File: config.mk
export PLATFORM = sky130hd
export DESIGN_NAME = sram_like_slave
export DESIGN_NICKNAME = d
export VERILOG_FILES = /design/src/rtl/sram_like_slave.sv
export SDC_FILE = /design/constraint.sdc
export NUM_CORES = 1
export LEC_CHECK = 0
export CELL_PAD_IN_SITES_DETAIL_PLACEMENT = 0
export CELL_PAD_IN_SITES_GLOBAL_PLACEMENT = 2
export CORE_MARGIN = 3
export CORE_UTILIZATION = 24
export DETAILED_ROUTE_END_ITERATION = 12
export GPL_TIMING_DRIVEN = 0
export MAX_ROUTING_LAYER = met4
export PLACE_DENSITY = 0.83
export SETUP_SLACK_MARGIN = 0.4
export SLEW_MARGIN = 20
export SYNTH_ARGS = -nofsm -noshare
export SYNTH_HDL_FRONTEND = slang
export SYNTH_SLANG_ARGS = --single-unit
File: constraint.sdc
create_clock -name clk -period 2.7 [get_ports clk]
set_clock_uncertainty 0.15 [all_clocks]
set_input_delay 0.27 -clock clk [delete_from_list [all_inputs] [get_ports clk]]
set_output_delay 0.27 -clock clk [all_outputs]
set_load 0.05 [all_outputs]
File: src/rtl/sram_like_slave.sv
// In-order responder for the sram-like bus in front of a 1-cycle-read SRAM macro.
// Handshakes issue straight to the SRAM; responses queue in a small FIFO, with optional LFSR stalls.
module sram_like_slave #(
    parameter int          MEM_AW          = 14,
    parameter int          MAX_OUTSTANDING = 2,
    parameter bit          RAND_STALL      = 1'b0,
    parameter logic [15:0] LFSR_SEED       = 16'hACE1
) (
    input  logic              clk,
    input  logic              reset,
    input  logic              req,
    input  logic              wr,
    input  logic [1:0]        size,
    input  logic [3:0]        wstrb,
    input  logic [31:0]       addr,
    input  logic [31:0]       wdata,
    output logic              addr_ok,
    output logic              data_ok,
    output logic [31:0]       rdata,
    output logic              ram_en,
    output logic [3:0]        ram_wen,
    output logic [MEM_AW-1:0] ram_addr,
    output logic [31:0]       ram_wdata,
    input  logic [31:0]       ram_rdata
);

    localparam int CW = $clog2(MAX_OUTSTANDING + 1);
    localparam int PW = (MAX_OUTSTANDING > 1) ? $clog2(MAX_OUTSTANDING) : 1;
    localparam logic [CW-1:0] CNT_FULL = CW'(MAX_OUTSTANDING);
    localparam logic [PW-1:0] PTR_LAST = PW'(MAX_OUTSTANDING - 1);

    logic [15:0]   lfsr_r;
    logic          stall_a_s;
    logic          stall_d_s;
    logic          hs_s;
    logic [CW-1:0] count_r;
    logic [CW-1:0] count_nxt_s;
    logic          pend_valid_r;
    logic          pend_wr_r;
    logic [31:0]   fifo_mem_r [MAX_OUTSTANDING];
    logic [PW-1:0] wr_ptr_r;
    logic [PW-1:0] rd_ptr_r;
    logic [CW-1:0] fifo_cnt_r;
    logic [CW-1:0] fifo_cnt_nxt_s;
    logic          fifo_push_s;
    logic          fifo_nonempty_s;
    logic [31:0]   push_data_s;
    logic          unused_s;

    // size is informational and the byte offset / upper address bits alias away
    assign unused_s = ^{size, addr[31:MEM_AW+2], addr[1:0]};

    function automatic logic [PW-1:0] ptr_inc(input logic [PW-1:0] p);
        logic [PW-1:0] r;
        if (p == PTR_LAST) begin
            r = {PW{1'b0}};
        end else begin
            r = p + PW'(1);
        end
        return r;
    endfunction

    // Fibonacci LFSR, polynomial x^16 + x^14 + x^13 + x^11 + 1
    function automatic logic [15:0] lfsr_step(input logic [15:0] s);
        return {s[14:0], s[15] ^ s[13] ^ s[12] ^ s[10]};
    endfunction

    // Stall decode, acceptance and response valid; full comes only from the registered count
    always_comb begin
        stall_a_s       = RAND_STALL & lfsr_r[0];
        stall_d_s       = RAND_STALL & lfsr_r[1];
        addr_ok         = ~reset & req & (count_r != CNT_FULL) & ~stall_a_s;
        hs_s            = req & addr_ok;
        fifo_nonempty_s = (fifo_cnt_r != {CW{1'b0}});
        data_ok         = ~reset & fifo_nonempty_s & ~stall_d_s;
        if (data_ok) begin
            rdata = fifo_mem_r[rd_ptr_r];
        end else begin
            rdata = 32'h0000_0000;
        end
    end

    // SRAM issue happens in the handshake cycle itself
    always_comb begin
        ram_en    = hs_s;
        ram_addr  = addr[MEM_AW+1:2];
        ram_wdata = wdata;
        if (hs_s && wr) begin
            ram_wen = wstrb;
        end else begin
            ram_wen = 4'b0000;
        end
    end

    // Outstanding count: accepted but not yet answered
    always_comb begin
        count_nxt_s = count_r;
        case ({hs_s, data_ok})
            2'b10:   count_nxt_s = count_r + CW'(1);
            2'b01:   count_nxt_s = count_r - CW'(1);
            default: count_nxt_s = count_r;
        endcase
    end

    // Response capture one cycle after issue; writes respond with zero data
    always_comb begin
        fifo_push_s = pend_valid_r;
        if (pend_wr_r) begin
            push_data_s = 32'h0000_0000;
        end else begin
            push_data_s = ram_rdata;
        end
        fifo_cnt_nxt_s = fifo_cnt_r;
        case ({fifo_push_s, data_ok})
            2'b10:   fifo_cnt_nxt_s = fifo_cnt_r + CW'(1);
            2'b01:   fifo_cnt_nxt_s = fifo_cnt_r - CW'(1);
            default: fifo_cnt_nxt_s = fifo_cnt_r;
        endcase
    end

    // Control state; reset drops everything in flight
    always_ff @(posedge clk) begin
        if (reset) begin
            lfsr_r       <= LFSR_SEED;
            count_r      <= {CW{1'b0}};
            pend_valid_r <= 1'b0;
            pend_wr_r    <= 1'b0;
            wr_ptr_r     <= {PW{1'b0}};
            rd_ptr_r     <= {PW{1'b0}};
            fifo_cnt_r   <= {CW{1'b0}};
        end else begin
            lfsr_r       <= lfsr_step(lfsr_r);
            count_r      <= count_nxt_s;
            pend_valid_r <= hs_s;
            pend_wr_r    <= hs_s & wr;
            fifo_cnt_r   <= fifo_cnt_nxt_s;
            if (fifo_push_s) begin
                wr_ptr_r <= ptr_inc(wr_ptr_r);
            end else begin
                wr_ptr_r <= wr_ptr_r;
            end
            if (data_ok) begin
                rd_ptr_r <= ptr_inc(rd_ptr_r);
            end else begin
                rd_ptr_r <= rd_ptr_r;
            end
        end
    end

    // Response FIFO storage; contents are qualified by fifo_cnt_r so no reset is needed
    always_ff @(posedge clk) begin
        if (fifo_push_s) begin
            fifo_mem_r[wr_ptr_r] <= push_data_s;
        end
    end

endmodule

==> results_dict.tcl <==
set metrics [dict create \
    slew_headroom_pct 62.7 \
    synth-async-reset-ratio_pct 0 \
    yosysUniqueCellTypes 23 \
    fp.coreArea_mm2 0.0140 \
    cp-end-kind "output pin" \
    synth_nets 370 \
    grt_max_degree 20 \
    power_density_mw_per_mm2 785 \
    route.detailed.drc 0 \
    routabilityCongestion 0.639 \
    status "finished clean" \
    rr_worst_depth 8 \
    use_met1_pct 10.8 \
    synth_common_cells "edfxtp_1 (64), buf_4 (47), nor2b_1 (33), mux2i_1 (32), nor2_2 (30)" \
    die_y_um 127 \
    vias_per_cell 3.93 \
    htree_levels 3 \
    syn-cell-area_mm2 0.00350 \
    diodes 0 \
    first_pass_iters 4 \
    crit_type "flop to output pin" \
    crit_slowest_cell "dfxtp_1" \
    num_vias 2295 \
    path_cells "nor2_2, or2_1, buf_6, buf_12, nor2_2, clkdlybuf4s15_2" \
    hold_path_class "flop to flop" \
    yosysMostFrequentCell "edfxtp_1" \
    grtUsageTotal_pct 9.81 \
    worst_slack_ns 0.498 \
    fin_area_mm2 0.00531 \
    reg2reg_to "fifo_cnt_r[1]$_SDFFE_PP0P_" \
    grt_util_met3_pct 3.75 \
    die_x_um 127 \
    post-cts-setup-buffers 0 \
    whs_ns 0.333 \
    overflow 0 \
    hold_buffers 0 \
    path_clk_slew_ns 0.06 \
    synth-edff-count 64 \
    arrival_ns 1.78 \
    synth_seq_cells 73 \
    instances_no_fill 584 \
    io_buffers 124 \
    startpoint "fifo_cnt_r[0]$_SDFFE_PP0P_" \
    area_growth_pct 51.8 \
    period_share_pct 81.6 \
    rrSetupSlack_ns 0.64 \
    slew_violations 0 \
    grt.busiest_layer "met2" \
    clkLatencyLatePin_ns 0.32 \
    hold_violations 0 \
    finalCriticalPeriod_ns 2.20 \
    crit_end "rdata[9]" \
    rr_startpoint "fifo_cnt_r[0]$_SDFFE_PP0P_" \
    critPathMaxStageDelay_ns 0.40 \
    ys_warn_count 0 \
    synthCells 262 \
    cts_root_buf "clkbuf_16" \
    pre_cts_ws_ns 0.0742 \
    drtIter0Drc 35 \
    crit_top_cell "nor2_2" \
    synth_top_area_cell "edfxtp_1" \
    ant_nets 0 \
    cap_violations 0 \
    required_ns 2.28 \
    antenna_found_initial 0 \
    max_freq_ghz 0.454 \
    grt_pass1_vias 2479 \
    wirelength_mm 7.70 \
    ir_drop_mv 0.259 \
    fin_util_pct 37.8 \
    finalSetupTns_ns 0 \
    cts.sinks 73 \
    met2_usage_pct 16.5 \
    yosysTopAreaCellShare_pct 54.9 \
    synth-main-ff-cell "edfxtp_1" \
    ios 191 \
    finalSetupViolCount 0 \
    path_max_fanout 10 \
    synth-seq-area-share_pct 60.1 \
    tightest_slew_ns 0.560 \
    rsz0062_at_grt "no" \
    dpl_cell_area_mm2 0.00503 \
    cts_buffer_depth 2 \
    grt_pass1_wl_mm 12.0 \
    nets 507 \
    wl_per_cell_um 13.2 \
    hpwl_mm 5.81 \
    cts_buffers 9 \
    yosys-top-cells-area "edfxtp_1 (55%), buf_4 (10%), mux2i_1 (9.2%), nor2b_1 (5.9%), nor2_2 (5.4%)" \
    dp_cells 568 \
    total_power_mw 4.17 \
    die-area_mm2 0.0161 \
    rows 43 \
    start_util_pct 24.9 \
    cts_tree "done" \
    avgSynthCellArea_um2 13.4 \
    leakage_nw 1.95 \
    cp-start-kind "flop" \
    layout-drive-gt1-share_pct 34.7 \
]
## sequential cells by signal, indices dropped and copies added (netlist names), named ones only
name,flops
count_r,2
fifo_cnt_r,2
fifo_mem_r,64
fifo_push_s,1
pend_wr_r,1
rd_ptr_r,1
wr_ptr_r,1
## worst min path at each step
stage / from / to / slack, ns / cells past startpoint
global placement: count_r[1]$_SDFFE_PP0P_ / count_r[1]$_SDFFE_PP0P_ / 0.31 / 2
finish: count_r[1]$_SDFFE_PP0P_ / count_r[1]$_SDFFE_PP0P_ / 0.33 / 2
global route: rd_ptr_r$_SDFFE_PP0P_ / rd_ptr_r$_SDFFE_PP0P_ / 0.38 / 2
detailed placement: count_r[1]$_SDFFE_PP0P_ / count_r[1]$_SDFFE_PP0P_ / 0.32 / 2
CTS: count_r[1]$_SDFFE_PP0P_ / count_r[1]$_SDFFE_PP0P_ / 0.33 / 2
floorplan: wr / pend_wr_r$_SDFF_PP0_ / 0.24 / 1
## area by class of cell
type,count,area [um2]
Tap cell,180,225
Multi-Input combinational cell,128,945
Fill cell,1381,8730
Clock inverter,6,58.8
Sequential cell,73,2100
Timing Repair Buffer,126,1280
Buffer,58,460
Clock buffer,10,229
Inverter,3,11.3
## worst max-delay path, delay by kind of cell (launching register included)
| family | cells | cell delay, ns |
|---|---|---|
| flip-flops | 1 | 0.40 |
| buffers and inverters | 3 | 0.68 |
| AND/OR/NAND/NOR | 3 | 0.38 |
## logic make-up (layout without fill, tap and decap cells)
group	Yosys count	in the layout	share of synthesized area (%)
multiplexers	32	32	9.16
buffers and inverters	61	203	13.3
adder cells (fa/ha/maj)	2	2	0.715
AND/OR/NAND/NOR	84	84	14.6
AO/OA/AOI/OAI	4	4	0.572
XOR/XNOR	6	6	1.50
flip-flops	73	73	60.1
## cells in the final DEF, fill, tap and decap left out, types with 3 or more instances in the layout
cell | Yosys | final
clkdlybuf4s15_2 | 0 | 23
clkdlybuf4s50_1 | 0 | 85
nor2b_1 | 33 | 33
buf_2 | 4 | 8
buf_4 | 47 | 48
dfxtp_1 | 9 | 9
clkbuf_16 | 0 | 9
and3_1 | 4 | 4
clkdlybuf4s18_2 | 0 | 4
edfxtp_1 | 64 | 64
clkbuf_1 | 3 | 4
clkbuf_2 | 0 | 3
nor2_2 | 30 | 30
inv_1 | 3 | 3
xnor2_1 | 3 | 3
nor2_1 | 9 | 8
buf_12 | 3 | 3
mux2i_1 | 32 | 32
xor2_1 | 3 | 3
## report_power, final
part	total, mW	switching [mW]	internal, mW
sequential	1.40	0.0448	1.35
combinational	1.63	1.02	0.609
clock	1.14	0.429	0.708
## what timing repair did
item | CTS | global route
endpoints found under the hold margin | 0 | 0
endpoints found under the setup margin | 39 | 14
resized for setup | 106 | 24
## metal layers
| layer | wire [um] | vias to the layer above |
|---|---|---|
| met4 | 52 | 0 |
| li1 | - | 1123 |
| met1 | 3100 | 1065 |
| met5 | 0 | - |
| met2 | 3900 | 102 |
| met3 | 641 | 5 |
(Power assumes the default switching activity.)
